File: src/rtl/risc_pkg.sv
// Shared definitions for the 16-bit RISC core: opcodes, ALU selects, PC source codes, control states.
package risc_pkg;
   localparam int OPW      = 4;
   localparam int ALU_SELW = 3;

   localparam logic [3:0] OP_LW   = 4'h8;
   localparam logic [3:0] OP_SW   = 4'h9;
   localparam logic [3:0] OP_BEQ  = 4'hA;
   localparam logic [3:0] OP_BNE  = 4'hB;
   localparam logic [3:0] OP_JMP  = 4'hC;
   localparam logic [3:0] OP_ADDI = 4'hD;
   localparam logic [3:0] OP_NOP  = 4'hE;
   localparam logic [3:0] OP_HALT = 4'hF;

   localparam logic [2:0] ALU_ADD = 3'd0;
   localparam logic [2:0] ALU_SUB = 3'd1;
   localparam logic [2:0] ALU_NOT = 3'd2;
   localparam logic [2:0] ALU_SHL = 3'd3;
   localparam logic [2:0] ALU_SHR = 3'd4;
   localparam logic [2:0] ALU_AND = 3'd5;
   localparam logic [2:0] ALU_OR  = 3'd6;
   localparam logic [2:0] ALU_SLT = 3'd7;

   localparam logic [1:0] PC_SRC_INC = 2'd0;
   localparam logic [1:0] PC_SRC_BR  = 2'd1;
   localparam logic [1:0] PC_SRC_JMP = 2'd2;
   localparam logic [1:0] PC_SRC_RSV = 2'd3;

   typedef enum logic [2:0] {
      S_FETCH,
      S_DECODE,
      S_EXEC,
      S_MEM,
      S_WB,
      S_HALTED
   } state_t;
endpackage

File: src/rtl/control_decode.sv
// Combinational opcode decode: ALU operation/operand selection and instruction class flags.
module control_decode
   import risc_pkg::*;
#(
   parameter int OPW      = 4,
   parameter int ALU_SELW = 3
) (
   input  logic [OPW-1:0]      i_op,
   output logic [ALU_SELW-1:0] o_alu_sel,
   output logic                o_alu_src_b,
   output logic                o_is_rtype,
   output logic                o_is_mem,
   output logic                o_is_br,
   output logic                o_is_jmp
);
   always_comb begin
      o_alu_sel   = ALU_SELW'(ALU_ADD);
      o_alu_src_b = 1'b0;
      o_is_rtype  = 1'b0;
      o_is_mem    = 1'b0;
      o_is_br     = 1'b0;
      o_is_jmp    = 1'b0;
      if (i_op < OPW'(8)) begin
         o_is_rtype = 1'b1;
         o_alu_sel  = i_op[ALU_SELW-1:0];
      end else begin
         case (i_op)
            OPW'(OP_LW), OPW'(OP_SW): begin
               o_is_mem    = 1'b1;
               o_alu_src_b = 1'b1;
            end
            OPW'(OP_ADDI): o_alu_src_b = 1'b1;
            OPW'(OP_BEQ), OPW'(OP_BNE): begin
               o_is_br   = 1'b1;
               o_alu_sel = ALU_SELW'(ALU_SUB);
            end
            OPW'(OP_JMP): o_is_jmp = 1'b1;
            default: ;
         endcase
      end
   end
endmodule

File: src/rtl/control_fsm.sv
// Multi-cycle control unit: sequences fetch/decode/execute/memory/writeback and drives datapath controls.
//   state    | meaning
//   S_FETCH  | read instruction at PC; wait for mem_ready, then load IR and PC+1
//   S_DECODE | capture opcode into r_op_q
//   S_EXEC   | drive ALU; resolve branch/jump; pick next phase by class
//   S_MEM    | load/store data access at ALU address; wait for mem_ready
//   S_WB     | single-cycle register write (ALU or memory data)
//   S_HALTED | core stopped; only rst_n leaves
module control_fsm
   import risc_pkg::*;
#(
   parameter int OPW      = 4,
   parameter int ALU_SELW = 3
) (
   input  logic                clk,
   input  logic                rst_n,
   input  logic [OPW-1:0]      instr_op,
   input  logic                zero_flag,
   input  logic                mem_ready,
   output logic                mem_req,
   output logic                mem_we,
   output logic                addr_sel,
   output logic                ir_load,
   output logic                pc_load,
   output logic [1:0]          pc_src,
   output logic [ALU_SELW-1:0] alu_sel,
   output logic                alu_src_b,
   output logic                reg_we,
   output logic                wb_sel,
   output logic                halted
);
   state_t               r_state, w_next;
   logic [OPW-1:0]       r_op_q;
   logic [ALU_SELW-1:0]  w_alu_sel;
   logic                 w_alu_src_b, w_is_rtype, w_is_mem, w_is_br, w_is_jmp;
   logic                 w_is_lw, w_is_sw, w_is_beq, w_is_addi, w_is_halt, w_br_taken;

   control_decode #(.OPW(OPW), .ALU_SELW(ALU_SELW)) u_decode (
      .i_op        (r_op_q),
      .o_alu_sel   (w_alu_sel),
      .o_alu_src_b (w_alu_src_b),
      .o_is_rtype  (w_is_rtype),
      .o_is_mem    (w_is_mem),
      .o_is_br     (w_is_br),
      .o_is_jmp    (w_is_jmp)
   );

   assign w_is_lw    = (r_op_q == OPW'(OP_LW));
   assign w_is_sw    = (r_op_q == OPW'(OP_SW));
   assign w_is_beq   = (r_op_q == OPW'(OP_BEQ));
   assign w_is_addi  = (r_op_q == OPW'(OP_ADDI));
   assign w_is_halt  = (r_op_q == OPW'(OP_HALT));
   assign w_br_taken = w_is_beq ? zero_flag : !zero_flag;

   always_ff @(posedge clk or negedge rst_n) begin
      if (!rst_n) begin
         r_state <= S_FETCH;
         r_op_q  <= '0;
      end else begin
         r_state <= w_next;
         if (r_state == S_DECODE) r_op_q <= instr_op;
      end
   end

   // Outputs are gated by rst_n so an in-flight memory request drops the moment reset asserts.
   always_comb begin
      w_next    = r_state;
      mem_req   = 1'b0;
      mem_we    = 1'b0;
      addr_sel  = 1'b0;
      ir_load   = 1'b0;
      pc_load   = 1'b0;
      pc_src    = PC_SRC_INC;
      alu_sel   = ALU_SELW'(ALU_ADD);
      alu_src_b = 1'b0;
      reg_we    = 1'b0;
      wb_sel    = 1'b0;
      halted    = 1'b0;
      if (rst_n) begin
         case (r_state)
            S_FETCH: begin
               mem_req = 1'b1;
               if (mem_ready) begin
                  ir_load = 1'b1;
                  pc_load = 1'b1;
                  w_next  = S_DECODE;
               end
            end
            S_DECODE: w_next = S_EXEC;
            S_EXEC: begin
               alu_sel   = w_alu_sel;
               alu_src_b = w_alu_src_b;
               if (w_is_rtype || w_is_addi) begin
                  w_next = S_WB;
               end else if (w_is_mem) begin
                  w_next = S_MEM;
               end else if (w_is_br) begin
                  pc_load = w_br_taken;
                  pc_src  = w_br_taken ? PC_SRC_BR : PC_SRC_INC;
                  w_next  = S_FETCH;
               end else if (w_is_jmp) begin
                  pc_load = 1'b1;
                  pc_src  = PC_SRC_JMP;
                  w_next  = S_FETCH;
               end else if (w_is_halt) begin
                  w_next = S_HALTED;
               end else begin
                  w_next = S_FETCH;
               end
            end
            S_MEM: begin
               alu_sel   = w_alu_sel;
               alu_src_b = w_alu_src_b;
               mem_req   = 1'b1;
               addr_sel  = 1'b1;
               mem_we    = w_is_sw;
               if (mem_ready) w_next = w_is_sw ? S_FETCH : S_WB;
            end
            // ALU selection is kept through WB so the written ALU result stays valid.
            S_WB: begin
               alu_sel   = w_alu_sel;
               alu_src_b = w_alu_src_b;
               reg_we    = 1'b1;
               wb_sel    = w_is_lw;
               w_next    = S_FETCH;
            end
            S_HALTED: halted = 1'b1;
            default: w_next = S_FETCH;
         endcase
      end
   end
endmodule
File: config.mk
export PLATFORM = sky130hd
export DESIGN_NAME = control_fsm
export DESIGN_NICKNAME = d
export VERILOG_FILES = /design/src/rtl/risc_pkg.sv /design/src/rtl/control_decode.sv /design/src/rtl/control_fsm.sv
export SDC_FILE = /design/constraint.sdc
export NUM_CORES = 1
export LEC_CHECK = 0
export CAP_MARGIN = 20
export CORE_UTILIZATION = 43
export DETAILED_ROUTE_END_ITERATION = 10
export HOLD_SLACK_MARGIN = 0.02
export PLACE_DENSITY = 0.77
export SYNTH_ARGS = -nofsm -noshare
export SYNTH_HDL_FRONTEND = slang
export SYNTH_SLANG_ARGS = --single-unit
File: constraint.sdc
create_clock -name clk -period 1.46 [get_ports clk]
set_input_delay 0.146 -clock clk [delete_from_list [all_inputs] [get_ports clk]]
set_output_delay 0.146 -clock clk [all_outputs]
set_load 0.005 [all_outputs]
# ---- Word-level counts from Yosys, hierarchy flattened
# Cells that the tools add are included.
dict set report word_totals {
  reg_bits 7
  input_bits 8
  out_inout_bits 14
  elab_cells 80
}
dict set report op_classes {
  magnitude_cmp 1
  eq_ne 14
  n_mux 53
  n_bitwise 1
  reduce_logical 9
}
# cell n
set op_table {}
lappend op_table {{2-to-1 mux 1 bit} 34}
lappend op_table {{2-to-1 mux 3 bit} 11}
lappend op_table {{equality test 4 bit, second input constant} 7}
lappend op_table {{one-hot mux 3 bit (5 select lines)} 1}
lappend op_table {{2-to-1 mux 2 bit} 6}
lappend op_table {{equality test 3 x 2 -> 1 bit, second input constant} 2}
lappend op_table {{equality test 3 bit, second input constant} 2}
lappend op_table {{OR reduction 2 bit} 3}
lappend op_table {{OR reduction 3 bit} 2}
lappend op_table {{< comparator 4 bit, second input constant} 1}
lappend op_table {{inequality test 2 bit, second input constant} 2}
lappend op_table {{AND reduction 4 bit} 1}
lappend op_table {{equality test 3 x 1 -> 1 bit, second input constant} 1}
lappend op_table {{zero test 3 bit} 1}
lappend op_table {{one-hot mux 1 bit (2 select lines)} 1}
lappend op_table {{zero test 1 bit} 1}
lappend op_table {{logical OR 1 bit} 1}
lappend op_table {{NOT 1 bit} 1}

# ---- Depth between registers and ports, before layout
# Gate-level depths: netlist (run 1).
dict set report depth {
  ltp_word 9
  mapped_depth 5
  mapped_depth_nobuf 4
}

# ---- Modules after synthesis
# From an unflattened synthesis (run 1), not the netlist that was laid out.
dict set report unflattened {
  hier_cells 86
  area_unflattened_um2 685.7
}
# module instances cells_per_inst area_each_um2 seq_area_each_um2
set by_module_without_submodules {}
lappend by_module_without_submodules {control_fsm 1 76 621.8 175.2}
lappend by_module_without_submodules {control_decode 1 10 63.8 0.0}

# ---- Worst setup path after synthesis (run 1)
# OpenSTA, ideal clock, no wires.
dict set report synth_path {
  path_type {register to register}
  start {register r_state[1]}
  end {register r_op_q[0]}
  setup_time_ps 125
  arrival_time_ps 1117
  slack_ps 218
  path_stages_with_launch 6
  period_less_slack_ps 1242
  cell_sequence {dfrtp_1 > buf_6 > inv_1 > nand2_1 > nor2_4 > mux2_2}
}
dict set report synth_between {
  elab_chain_cells 1
}
# element line_no
set synth_lines {}
lappend synth_lines {{from (decl)} control_fsm.sv:32} ;# state_t r_state, w_next;
lappend synth_lines {{from (signal assigned)} control_fsm.sv:60} ;# r_state <= w_next;
lappend synth_lines {{equality test 3 x 1 -> 1 bit} control_fsm.sv:61} ;# if (r_state == S_DECODE) r_op_q <= instr_op;
lappend synth_lines {{to (signal assigned)} control_fsm.sv:61}
lappend synth_lines {{to (decl)} control_fsm.sv:33} ;# logic [OPW-1:0] r_op_q;
# No other way between the ends.
# A chain may end at the register's enable or synchronous reset.

# ---- Final worst setup path (run 1)
dict set report layout_path {
  start {register r_state[2]}
  end {output pc_src[1]}
}
dict set report layout_between {
  elab_chain_cells 3
}
# element line_no
set layout_lines {}
lappend layout_lines {{equality test 3 x 2 -> 1 bit} control_fsm.sv:80} ;# case (r_state)
lappend layout_lines {{2-to-1 mux 2 bit} control_fsm.sv:80}
lappend layout_lines {{2-to-1 mux 2 bit} control_fsm.sv:79} ;# if (rst_n) begin
lappend layout_lines {{to (decl)} control_fsm.sv:25} ;# output logic [1:0] pc_src,
# No other way between the ends.

==> metrics.csv, run 1 <==
stage,metric,value,unit
die,coreArea,1318,µm²
worst_setup_path,crit_type,flip-flop to primary output,
power,power.density,1986,nW/µm²
yosys,synth-edff-count,0,
yosys,async_flop_share,100.0,%
yosys,yosysUniqueCellTypes,35,
sta,max_slew_margin,78.95,%
routing,vias_per_cell,5.848,
routing,vias,807,
yosys,yosys.area.top_type,dfrtp_1,
worst_setup_path,start_kind,flip-flop,
die,row_count,13,
place,port_buffers,21,
finish,diodes,0,
yosys,avgSynthCellArea,8.758,µm²
routing,wl,2.700,mm
clock_network,cts_buffers,3,
sta,setup_ws,-230.8,ps
global_routing,grt_max_degree,11,
clock_network,cts.clk_slew.worst_paths,50,ps
worst_setup_path,worstPathRequired,1310,ps
sta,rsz0062_at_grt,true,
global_routing,globalRouteTotalUtil,35.03,%
clock_network,cts_buffer_depth,2,
clock_network,cts_root_buf,clkbuf_4,
worst_setup_path,arrival,1540,ps
worst_setup_path,timing.rr.start,r_state[0]$_DFFE_PN0P_,
yosys,netlist_area,621.8,µm²
global_routing,grt.overflow.total,0,
sta,finalHoldViolCount,0,
place,place_area,983.4,µm²
sta,holdWs,28.61,ps
yosys,synth_common_cells,"dfrtp_1, nand2_1, nor2_1",
hold_path,worstHoldPathType,input port to async pin,
die,start_util,47.20,%
place,post-place-ws,-477.7,ps
worst_setup_path,cp-end-kind,primary output,
finish,fin_area,1220,µm²
yosys,synth_warnings,0,
sta,setup_viol,13,
global_routing,antenna_found_initial,0,
yosys,synth_most_common_cell,dfrtp_1,
sta,period_needed,1691,ps
sta,fin_skew,1.771,ps
routing,route.detailed.drc,0,
die,die_area,1602,µm²
clock_network,clock_sinks,7,
routing,routedWlPerCell,19.57,µm
worst_setup_path,crit_start,r_state[2]$_DFFE_PN0P_,
sta,finalSetupTns,-1341,ps
sta,slew_viol_final,0,
yosys,ys_seq_area_share,28.17,%
yosys,netlist.area_leader.share,28.17,%
die,die_h,40.03,µm
finish,fin_nets,132,
routing,drtAntennaViolNets,0,
die,io_pins,22,
die,die_w,40.03,µm
sta,max_freq,591.4,MHz
clock_network,clkLatencyLatePin,260,ps
finish,area_growth,96.18,%
flow_run,maxCapViolCount,0,
finish,fin_cells,138,
run_status,outcome,finished with violations,
yosys,synth-main-ff-cell,dfrtp_1,
power,ir_worst_vdd,1.288,mV
sta,worstMarginPinSlew,312.4,ps
clock_network,htreeDepth,1,
yosys,synth.area.top_cells,"dfrtp_1, mux2_2, nor2b_4",
yosys,synth_nets,79,
worst_setup_path,critPathMaxFanout,4,
global_routing,grt_pass1_vias,797,
sta,post-route-period-util,115.8,%
clock_network,cts_tree,yes,
run_status,violations,negative setup slack,
place,hpwl,1.403,mm
power,p_leak,0.5944,nW
yosys,netlist_instances,71,
routing,drt-initial-drc-count,10,
place,dp.cells,125,
routing,dr.pass1.iters,4,
place,routabilityCongestion,0.8485,
yosys,ys_ff_latch,7,
finish,layout-drive-gt1-share,67.48,%
global_routing,grt_pass1_wl,3.581,mm
[kinds of logic (layout without fill, tap and decap cells)]
logic type	count (synthesis)	in the layout	share of synthesized area, %
mux	5	5	8.853
compound gates	14	14	15.49
xor+xnor	2	2	2.817
flops	7	7	28.17
buf+inv	10	62	10.06
simple gates	33	33	34.61
[flip-flops by register name (all words and copies together) (netlist names)]
signal   count
r_op_q       4
r_state      3
[cell type report]
type | count | area, µm²
repair buffers | 54 | 461.7
multi-input cells | 54 | 519.2
well taps | 15 | 18.77
inverters | 4 | 17.52
fillers | 49 | 97.59
clock buffers | 4 | 26.28
flip-flops and latches | 7 | 176.4
[critical path, cell delays in order (launching register included)]
cell,delay (ps)
dfrtp_2,460
nor2b_4,160
and3_4,220
nand2_4,50
nor3b_2,220
buf_2,180
[where the power goes]
group	switching (W)	internal (W)
Clock	0.0000794	0.000105
Combinational	0.000811	0.000972
Sequential	0.000165	0.000291
Total	0.00106	0.00137
[path summary, 6_finish.rpt]
check,endpoint,slack [ps],cells after the start
setup / recovery,pc_src[1],-230,5
hold / removal,r_op_q[3]$_DFFE_PN0P_,30,2
setup reg to reg,r_state[0]$_DFFE_PN0P_,-110,7
hold reg to reg,r_op_q[1]$_DFFE_PN0P_,690,1
max in group asynchronous,r_op_q[1]$_DFFE_PN0P_,820,3
min in group clk,r_op_q[3]$_DFFE_PN0P_,500,2
[repair_timing]
| item | CTS | global route |
|---|---|---|
| endpoints found under the setup margin | 15 | 19 |
| gates resized for setup | 89 | 16 |
| setup buffers | 8 | 3 |
| hold buffers | 0 | 1 |
| pin swaps | 16 | 8 |
| endpoints found under the hold margin | 0 | 3 |
[stage by stage]
| stage | total power [W] | utilization, % |
|---|---|---|
| global placement | 0.001604 | 74.64 |
| finish | 0.002423 | 92.59 |
| floorplan | 0.001073 | - |
| CTS | 0.002139 | 86.80 |
| global route | 0.002549 | 92.59 |
| detailed placement | 0.001647 | 74.64 |
[metal layers]
metal | share of wire (%) | GRT usage [%] | vias to the layer above
li1 | - | - | 352
met1 | 37 | 35.69 | 386
met2 | 50 | 61.69 | 50
met3 | 8.0 | 10.56 | 19
met4 | 5.8 | 21.55 | 0
met5 | 0 | 0 | -
[cells in the final DEF, fill, tap and decap left out, types with 2 or more instances in the layout]
master / instances
dfrtp_1: 6
nor2_2: 3
nand2_4: 4
buf_6: 15
buf_2: 8
inv_1: 2
mux2_2: 2
nor3b_2: 4
mux2_4: 2
nor2_4: 2
clkdlybuf4s50_1: 6
nand3_1: 2
clkbuf_4: 3
o21ai_0: 2
and3_4: 5
buf_4: 22
nand2b_1: 2
nor2b_4: 3
nand2_1: 3
a31oi_1: 2
No activity file was read; power rests on OpenSTA's default activity.
==> run 2: changes to the inputs <==
MAX_ROUTING_LAYER = met4   (was not set)
==> metrics.csv, run 2 (synthesis results as in run 1) <==
stage,metric,value,unit,change
sta,max_slew_margin,79.70,%,was 78.95%
worst_setup_path,crit_type,flip-flop to primary output,,unchanged
sta,rsz0062_at_grt,true,,unchanged
place,place_area,983.4,µm²,unchanged
routing,drtAntennaViolNets,0,,unchanged
place,post-place-ws,-477.7,ps,unchanged
power,p_sw_share,43.59,%,was 43.56%
flow_run,maxCapViolCount,0,,unchanged
routing,dr.pass1.iters,4,,unchanged
clock_network,cts.clk_slew.worst_paths,50,ps,about the same
finish,utilization,92.59,%,unchanged
routing,routedWlPerCell,19.59,µm,was 19.57 µm
sta,worstMarginPinSlew,301.9,ps,was 312.4 ps
worst_setup_path,r2r_slack,-100,ps,was -110 ps
finish,fill_cells,49,,unchanged
worst_setup_path,critPathMaxFanout,4,,unchanged
sta,setup_viol,13,,unchanged
place,routabilityCongestion,0.8619,,was 0.8485
routing,vias_per_cell,5.935,,was 5.848
sta,slew_viol_final,0,,unchanged
global_routing,grt_pass1_wl,3.581,mm,unchanged
finish,area_growth,96.18,%,unchanged
finish,final_cell_mix,"buf_4, buf_6, buf_2",,unchanged
die,die_h,40.03,µm,unchanged
global_routing,grt_max_degree,11,,unchanged
worst_setup_path,cpPeakStageDelay,460,ps,about the same
finish,fin_area,1220,µm²,unchanged
hold_path,worstHoldPathType,input port to async pin,,unchanged
routing,route.detailed.drc,0,,unchanged
finish,reg_top3,"r_op_q x4, r_state x3",,unchanged
place,hpwl,1.403,mm,unchanged
sta,post-route-period-util,116.0,%,was 115.8%
power,p_comb_share,73.7,%,was 73.6%
sta,finalSetupTns,-1365,ps,was -1341 ps
clock_network,clock_sinks,7,,unchanged
worst_setup_path,arrival,1550,ps,was 1540 ps
worst_setup_path,crit_path_top_delay_cell,dfrtp_2,,unchanged
finish,layout_commonest_cell,buf_4,,unchanged
finish,layout-drive-gt1-share,67.48,%,unchanged
power,seqPwrFrac,18.7,%,was 18.8%
sta,period_needed,1693,ps,was 1691 ps
global_routing,antenna_found_initial,0,,unchanged
routing,drt-initial-drc-count,9,,was 10
clock_network,htreeDepth,1,,unchanged
power,cell_internal_pwr,0.001368,W,was 0.001367 W
run_status,outcome,finished with violations,,unchanged
die,die_area,1602,µm²,unchanged
clock_network,cts_tree,yes,,unchanged
power,p_clk_share,7.6,%,about the same
global_routing,globalRouteTotalUtil,36.03,%,was 35.03%
routing,wl,2.703,mm,was 2.700 mm
die,coreArea,1318,µm²,unchanged
sta,finalHoldViolCount,0,,unchanged
worst_setup_path,worstPathRequired,1310,ps,about the same
global_routing,grt_pass1_vias,797,,unchanged
finish,regMostFlops,r_op_q,,unchanged
die,row_count,13,,unchanged
clock_network,cts_root_buf,clkbuf_4,,unchanged
power,p_leak,0.5944,nW,unchanged
worst_setup_path,worstPathCellList,"nor2b_4, and3_4, nand2_4, nor3b_2, buf_2",,unchanged
die,start_util,47.20,%,unchanged
power,ir_worst_vdd,1.292,mV,was 1.288 mV
power,power.density,1988,nW/µm²,was 1986 nW/µm²
place,port_buffers,21,,unchanged
clock_network,cts_buffers,3,,unchanged
finish,fin_nets,132,,unchanged
sta,max_freq,590.7,MHz,was 591.4 MHz
finish,largest_reg_flops,4,,unchanged
die,die_w,40.03,µm,unchanged
clock_network,cts_buffer_depth,2,,unchanged
finish,diodes,0,,unchanged
routing,vias,819,,was 807
die,io_pins,22,,unchanged
global_routing,grt.overflow.total,0,,unchanged
run_status,violations,negative setup slack,,unchanged
power,p_switching,0.001057,W,was 0.001055 W
worst_setup_path,start_kind,flip-flop,,unchanged
clock_network,clkLatencyLatePin,260,ps,about the same
sta,fin_skew,1.794,ps,was 1.771 ps
sta,setup_ws,-232.9,ps,was -230.8 ps
worst_setup_path,cp-end-kind,primary output,,unchanged
## run 2: cell counts in the layout (fill, tap and decap cells not counted)
Identical to the previous run, type by type.
## run 2: area by class of cell
class / count / area (µm²) / area share (%)
Sequential cell: 7 / 176.4 / 14.46
Inverter: 4 / 17.52 / 1.436
Multi-Input combinational cell: 54 / 519.2 / 42.56
Clock buffer: 4 / 26.28 / 2.154
Timing Repair Buffer: 54 / 461.7 / 37.85
Tap cell: 15 / 18.77 / 1.538
## run 2: power groups by stage
| stage | clock (W) | sequential, W | combinational [W] |
|---|---|---|---|
| after detailed placement | 0 | 0.000414 | 0.00123 |
| final | 0.000185 | 0.000454 | 0.00179 |
| after CTS | 0.000184 | 0.000424 | 0.00153 |
| after global placement | 0 | 0.000410 | 0.00119 |
| after global routing | 0.000197 | 0.000465 | 0.00189 |
| after floorplan | 0 | 0.000350 | 0.000723 |
## run 2: path summary, 6_finish.rpt
path / start / end / depth (start not counted)
max: r_state[2]$_DFFE_PN0P_ / pc_src[1] / 5
min: rst_n / r_op_q[3]$_DFFE_PN0P_ / 2
max reg2reg: r_state[0]$_DFFE_PN0P_ / r_state[0]$_DFFE_PN0P_ / 7
min reg2reg: r_op_q[1]$_DFFE_PN0P_ / r_op_q[1]$_DFFE_PN0P_ / 1
max in group asynchronous: rst_n / r_op_q[1]$_DFFE_PN0P_ / 3
min in group clk: instr_op[3] / r_op_q[3]$_DFFE_PN0P_ / 2
## run 2: critical path, delay by kind of cell (launching register included)
family	cells	cell delay (ps)
simple gates	4	650
flops	1	460
buf+inv	1	180
## run 2: repair_timing
action / 4_1_cts / 5_1_grt
buffers inserted: 8 / 3
hold endpoints to repair: 0 / 3
hold buffers: 0 / 1
pin swaps: 16 / 8
resized for setup: 89 / 16
setup endpoints to repair: 15 / 19
## run 2: stage by stage
step	total power [W]	hold slack, ps	cells
after floorplan	0.001073	-149.6	71
after global placement	0.001604	527.2	125
after detailed placement	0.001647	550.7	125
after CTS	0.002139	342.2	136
after global routing	0.002547	41.91	138
final	0.002425	27.11	138
## run 2: routing by layer
layer | vias up | GRT usage, % | share of wire, % | wire length [µm]
met5 | - | - | 0 | 0
met2 | 49 | 61.69 | 49 | 1326
met3 | 21 | 10.56 | 7.3 | 198
met1 | 398 | 35.69 | 37 | 1001
met4 | 0 | 21.55 | 6.5 | 177
li1 | 351 | - | - | -
==> run 3: changes to the inputs <==
ABC_CLOCK_PERIOD_IN_PS = 1460   (was not set)
CORE_UTILIZATION = 47   (was 43)
CTS_BUF_LIST = sky130_fd_sc_hd__clkbuf_8   (was not set)
PLACE_DENSITY = 0.81   (was 0.77)
SYNTH_HIERARCHICAL = 1   (was not set)
==> metrics.csv, run 3 <==
stage,metric,value,unit,change
place,place_area,1105,µm²,was 983.4 µm²
run_status,outcome,did not finish,,was finished with violations
yosys,synth_warnings,6,,was 0
yosys,synth-edff-count,0,,unchanged
yosys,async_flop_share,100.0,%,unchanged
place,routabilityCongestion,0.8431,,was 0.8619
clock_network,ctsResizeCount,61,,was 89
yosys,avgSynthCellArea,7.973,µm²,was 8.758 µm²
die,die_w,40.20,µm,was 40.03 µm
yosys,synth-main-ff-cell,dfrtp_1,,unchanged
run_status,lastStage,4_1_cts,,
die,row_count,13,,unchanged
yosys,netlist.area_leader.share,25.55,%,was 28.17%
yosys,ys_seq_area_share,25.55,%,was 28.17%
clock_network,cts-hold-fix-buffers,1,,was 0
yosys,yosysUniqueCellTypes,35,,unchanged
yosys,netlist_instances,86,,was 71
yosys,synth_nets,94,,was 79
yosys,synth_common_cells,"inv_1, nor2_1, dfrtp_1",,"was dfrtp_1, nand2_1, nor2_1"
clock_network,cts_buffers,3,,unchanged
clock_network,cts_root_buf,clkbuf_8,,was clkbuf_4
clock_network,clock_sinks,7,,unchanged
yosys,synth.area.top_cells,"dfrtp_1, inv_1, nor2_1",,"was dfrtp_1, mux2_2, nor2b_4"
place,post-place-ws,-460.1,ps,was -477.7 ps
die,die_h,40.20,µm,was 40.03 µm
place,hpwl,1.669,mm,was 1.403 mm
yosys,synth_most_common_cell,inv_1,,was dfrtp_1
clock_network,htreeDepth,1,,unchanged
yosys,ys_ff_latch,7,,unchanged
clock_network,post_cts_buffers,13,,was 8
die,start_util,51.41,%,was 47.20%
yosys,yosys.area.top_type,dfrtp_1,,unchanged
place,dp.cells,147,,was 125
place,port_buffers,21,,unchanged
run_status,stop_error,[ERROR DPL-0033] detailed placement checks failed during check placement.,,
die,io_pins,22,,unchanged
clock_network,cts_buffer_depth,2,,unchanged
yosys,netlist_area,685.7,µm²,was 621.8 µm²
## run 3: cell count changes after synthesis, sizes merged, moves of 3 or more
| cell | before | now |
|---|---|---|
| nor2 | 6 | 12 |
| nand4 | 0 | 3 |
| inv | 4 | 13 |
| and3 | 5 | 0 |
| nand2 | 7 | 4 |
## run 3: kinds of logic after synthesis
kind of cell           count (synthesis)  share of synthesized area, %
buffers and inverters                 15                         8.942
AO/OA/AOI/OAI                         16                         16.42
multiplexers                           5                         8.211
AND/OR/NAND/NOR                       43                         40.88
flip-flops                             7                         25.55
## run 3: stage by stage
stage / hold WS [ps] / TNS [ps]
detailed placement: 507.0 / -5758
global placement: 490.4 / -5138
floorplan: -149.6 / 0
==> run 4: changes to the inputs <==
CORE_AREA = 2 2 63 65   (was not set)
CORE_UTILIZATION = not set   (was 47)
CTS_BUF_LIST = not set   (was sky130_fd_sc_hd__clkbuf_8)
DIE_AREA = 0 0 65 67   (was not set)
HOLD_SLACK_MARGIN = not set   (was 0.02)
MAX_ROUTING_LAYER = not set   (was met4)
PLACE_DENSITY = not set   (was 0.81)
PLACE_DENSITY_LB_ADDON = 0.15   (was not set)
==> metrics.csv, run 4 <==
stage,metric,value,unit,change
routing,routedWlPerCell,12.51,µm,
sta,setup_viol,18,,
place,routabilityCongestion,0.7933,,was 0.8431
global_routing,grt_pass1_wl,4.146,mm,
sta,max_freq,557.9,MHz,
yosys,synth_common_cells,"inv_1, nor2_1, dfrtp_1",,unchanged
routing,dr.pass1.iters,4,,
die,start_util,19.01,%,was 51.41%
yosys,synth-main-ff-cell,dfrtp_1,,unchanged
worst_setup_path,worstPathRequired,1310,ps,
worst_setup_path,critPathMaxFanout,5,,
yosys,yosys.area.top_type,dfrtp_1,,unchanged
sta,slew_viol_final,0,,
worst_setup_path,crit_type,flip-flop to primary output,,
clock_network,cts_root_buf,clkbuf_8,,unchanged
yosys,synth-xor-area-share,0,%,unchanged
run_status,violations,negative setup slack,,
clock_network,cts_buffers,3,,unchanged
global_routing,antenna_found_initial,0,,
worst_setup_path,arrival,1650,ps,
die,io_pins,22,,unchanged
worst_setup_path,cp_top_family,buffers and inverters,,
yosys,async_flop_share,100.0,%,unchanged
yosys,ys_ff_latch,7,,unchanged
power,p_leak,0.7748,nW,
finish,largest_reg_flops,4,,
yosys,yosys.area_share.simple,40.88,%,unchanged
routing,vias,950,,
die,die_w,65,µm,was 40.20 µm
power,ir_worst_vdd,0.8529,mV,
global_routing,grt.overflow.total,0,,
finish,fin_nets,177,,
finish,seqCellArea,178.9,µm²,
finish,area_growth,145.6,%,
routing,drtAntennaViolNets,0,,
sta,finalHoldViolCount,0,,
routing,vias_per_cell,4.398,,
yosys,synth.area.top_cells,"dfrtp_1, inv_1, nor2_1",,unchanged
clock_network,cts.clk_slew.worst_paths,50,ps,
power,finalPower,0.003258,W,
yosys,yosysUniqueCellTypes,35,,unchanged
clock_network,cts_buffer_depth,2,,unchanged
global_routing,grt_max_degree,9,,
yosys,netlist_area,685.7,µm²,unchanged
finish,final_cell_mix,"buf_6, buf_4, inv_1, buf_2, clkdlybuf4s50_1",,
sta,setup_ws,-332.6,ps,
yosys,synth_fa_ha_area_share,0,%,unchanged
sta,fin_skew,1.962,ps,
die,die_h,67,µm,was 40.20 µm
yosys,synth-compound-area-share,16.42,%,unchanged
sta,period_needed,1793,ps,
routing,drt-initial-drc-count,10,,
finish,regMostFlops,r_op_q,,
yosys,synth_warnings,6,,unchanged
routing,wl,2.703,mm,
worst_setup_path,start_kind,flip-flop,,
worst_setup_path,cp-end-kind,primary output,,
die,die_area,4355,µm²,
flow_run,maxCapViolCount,0,,
place,port_buffers,21,,unchanged
sta,post-route-period-util,122.8,%,
worst_setup_path,worstPathCellList,"buf_4, buf_6, nand4b_1, nand4_4, buf_4, a22oi_2, buf_2",,
hold_path,worstHoldPathType,input port to async pin,,
power,power.density,1935,nW/µm²,
die,row_count,22,,was 13
sta,finalSetupTns,-2445,ps,
finish,diodes,0,,
place,post-place-ws,-494.9,ps,was -460.1 ps
sta,max_slew_margin,84.64,%,
finish,layout_commonest_cell,buf_6,,
finish,layout-drive-gt1-share,70.24,%,
global_routing,globalRouteTotalUtil,12.57,%,
sta,worstMarginPinSlew,228.0,ps,
yosys,netlist_instances,86,,unchanged
clock_network,clkLatencyLatePin,230,ps,
finish,fill_cells,349,,
finish,multi_input_area,638.1,µm²,
worst_setup_path,crit_path_top_delay_cell,dfrtp_1,,
finish,reg_top3,"r_op_q x4, r_state x3",,
yosys,avgSynthCellArea,7.973,µm²,unchanged
run_status,outcome,finished with violations,,was did not finish
yosys,ys_seq_area_share,25.55,%,unchanged
place,hpwl,1.828,mm,was 1.669 mm
yosys,synthMuxAreaShare,8.212,%,unchanged
worst_setup_path,cpPeakStageDelay,400,ps,
yosys,synth_most_common_cell,inv_1,,unchanged
die,coreArea,3606,µm²,
clock_network,htreeDepth,1,,unchanged
yosys,synth_top_family_by_area,simple AND/OR/NAND/NOR gates,,unchanged
sta,holdWs,122.5,ps,
yosys,netlist.area_leader.share,25.55,%,unchanged
routing,route.detailed.drc,0,,
worst_setup_path,crit_buf_inv,4,,
yosys,synth-edff-count,0,,unchanged
worst_setup_path,r2r_slack,-180,ps,
clock_network,clock_sinks,7,,unchanged
worst_setup_path,crit_top_cell,buf_4,,
yosys,synth_nets,94,,unchanged
sta,rsz0062_at_grt,true,,
clock_network,cts_tree,yes,,
global_routing,grt_pass1_vias,919,,
run 4: layout make-up:
class                           instances  share of cell area, %
Clock buffer                            4                  2.675
Inverter                               13                  2.897
Multi-Input combinational cell         64                  37.89
Sequential cell                         7                  10.62
Tap cell                               48                  3.566
Timing Repair Buffer                   80                  42.35
run 4: timing repair:
item,in CTS,in global routing
cloned,0,0
resized for setup,94,47
pin swaps,11,16
hold buffers,0,0
endpoints found under the setup margin,19,19
buffers inserted,16,15
run 4: kinds of logic (layout without fill, tap and decap cells):
logic type / Yosys count / in the layout
DFF: 7 / 7
AOI/OAI and AO/OA: 16 / 16
muxes: 5 / 5
buffers and inverters: 15 / 97
and+or+nand+nor: 43 / 43
run 4: per-layer routing:
layer	part of all wire (%)	GRT usage [%]	vias to the layer above
met4	1.6	5.053	0
met1	43	15.65	454
li1	-	-	473
met5	0	0	-
met3	4.0	2.703	4
met2	51	21.01	19
run 4: path summary, 6_finish.rpt:
path | start | end | cells past startpoint
setup / recovery | r_op_q[3]$_DFFE_PN0P_ | pc_load | 7
hold / removal | rst_n | r_op_q[3]$_DFFE_PN0P_ | 3
setup reg to reg | r_state[1]$_DFFE_PN0P_ | r_op_q[2]$_DFFE_PN0P_ | 7
hold reg to reg | r_op_q[1]$_DFFE_PN0P_ | r_op_q[1]$_DFFE_PN0P_ | 2
max in group asynchronous | rst_n | r_state[0]$_DFFE_PN0P_ | 3
min in group clk | instr_op[1] | r_op_q[1]$_DFFE_PN0P_ | 2
run 4: tightest hold or removal path, stage by stage:
cell,delay [ps]
dlygate4sd2_1,250
buf_4,140
buf_4,140
run 4: metrics by stage:
stage | std cells | instance area [µm²] | util [%]
after floorplan | 86 | 685.7 | -
after global placement | 187 | 1199 | 33.24
after detailed placement | 187 | 1199 | 33.24
after CTS | 206 | 1481 | 41.08
after global routing | 216 | 1684 | 46.70
final | 216 | 1684 | 46.70
run 4: power breakdown:
part	internal [W]	switching [W]
registers	0.000299	0.000142
clock network	0.000190	0.0000999
logic	0.00152	0.00101
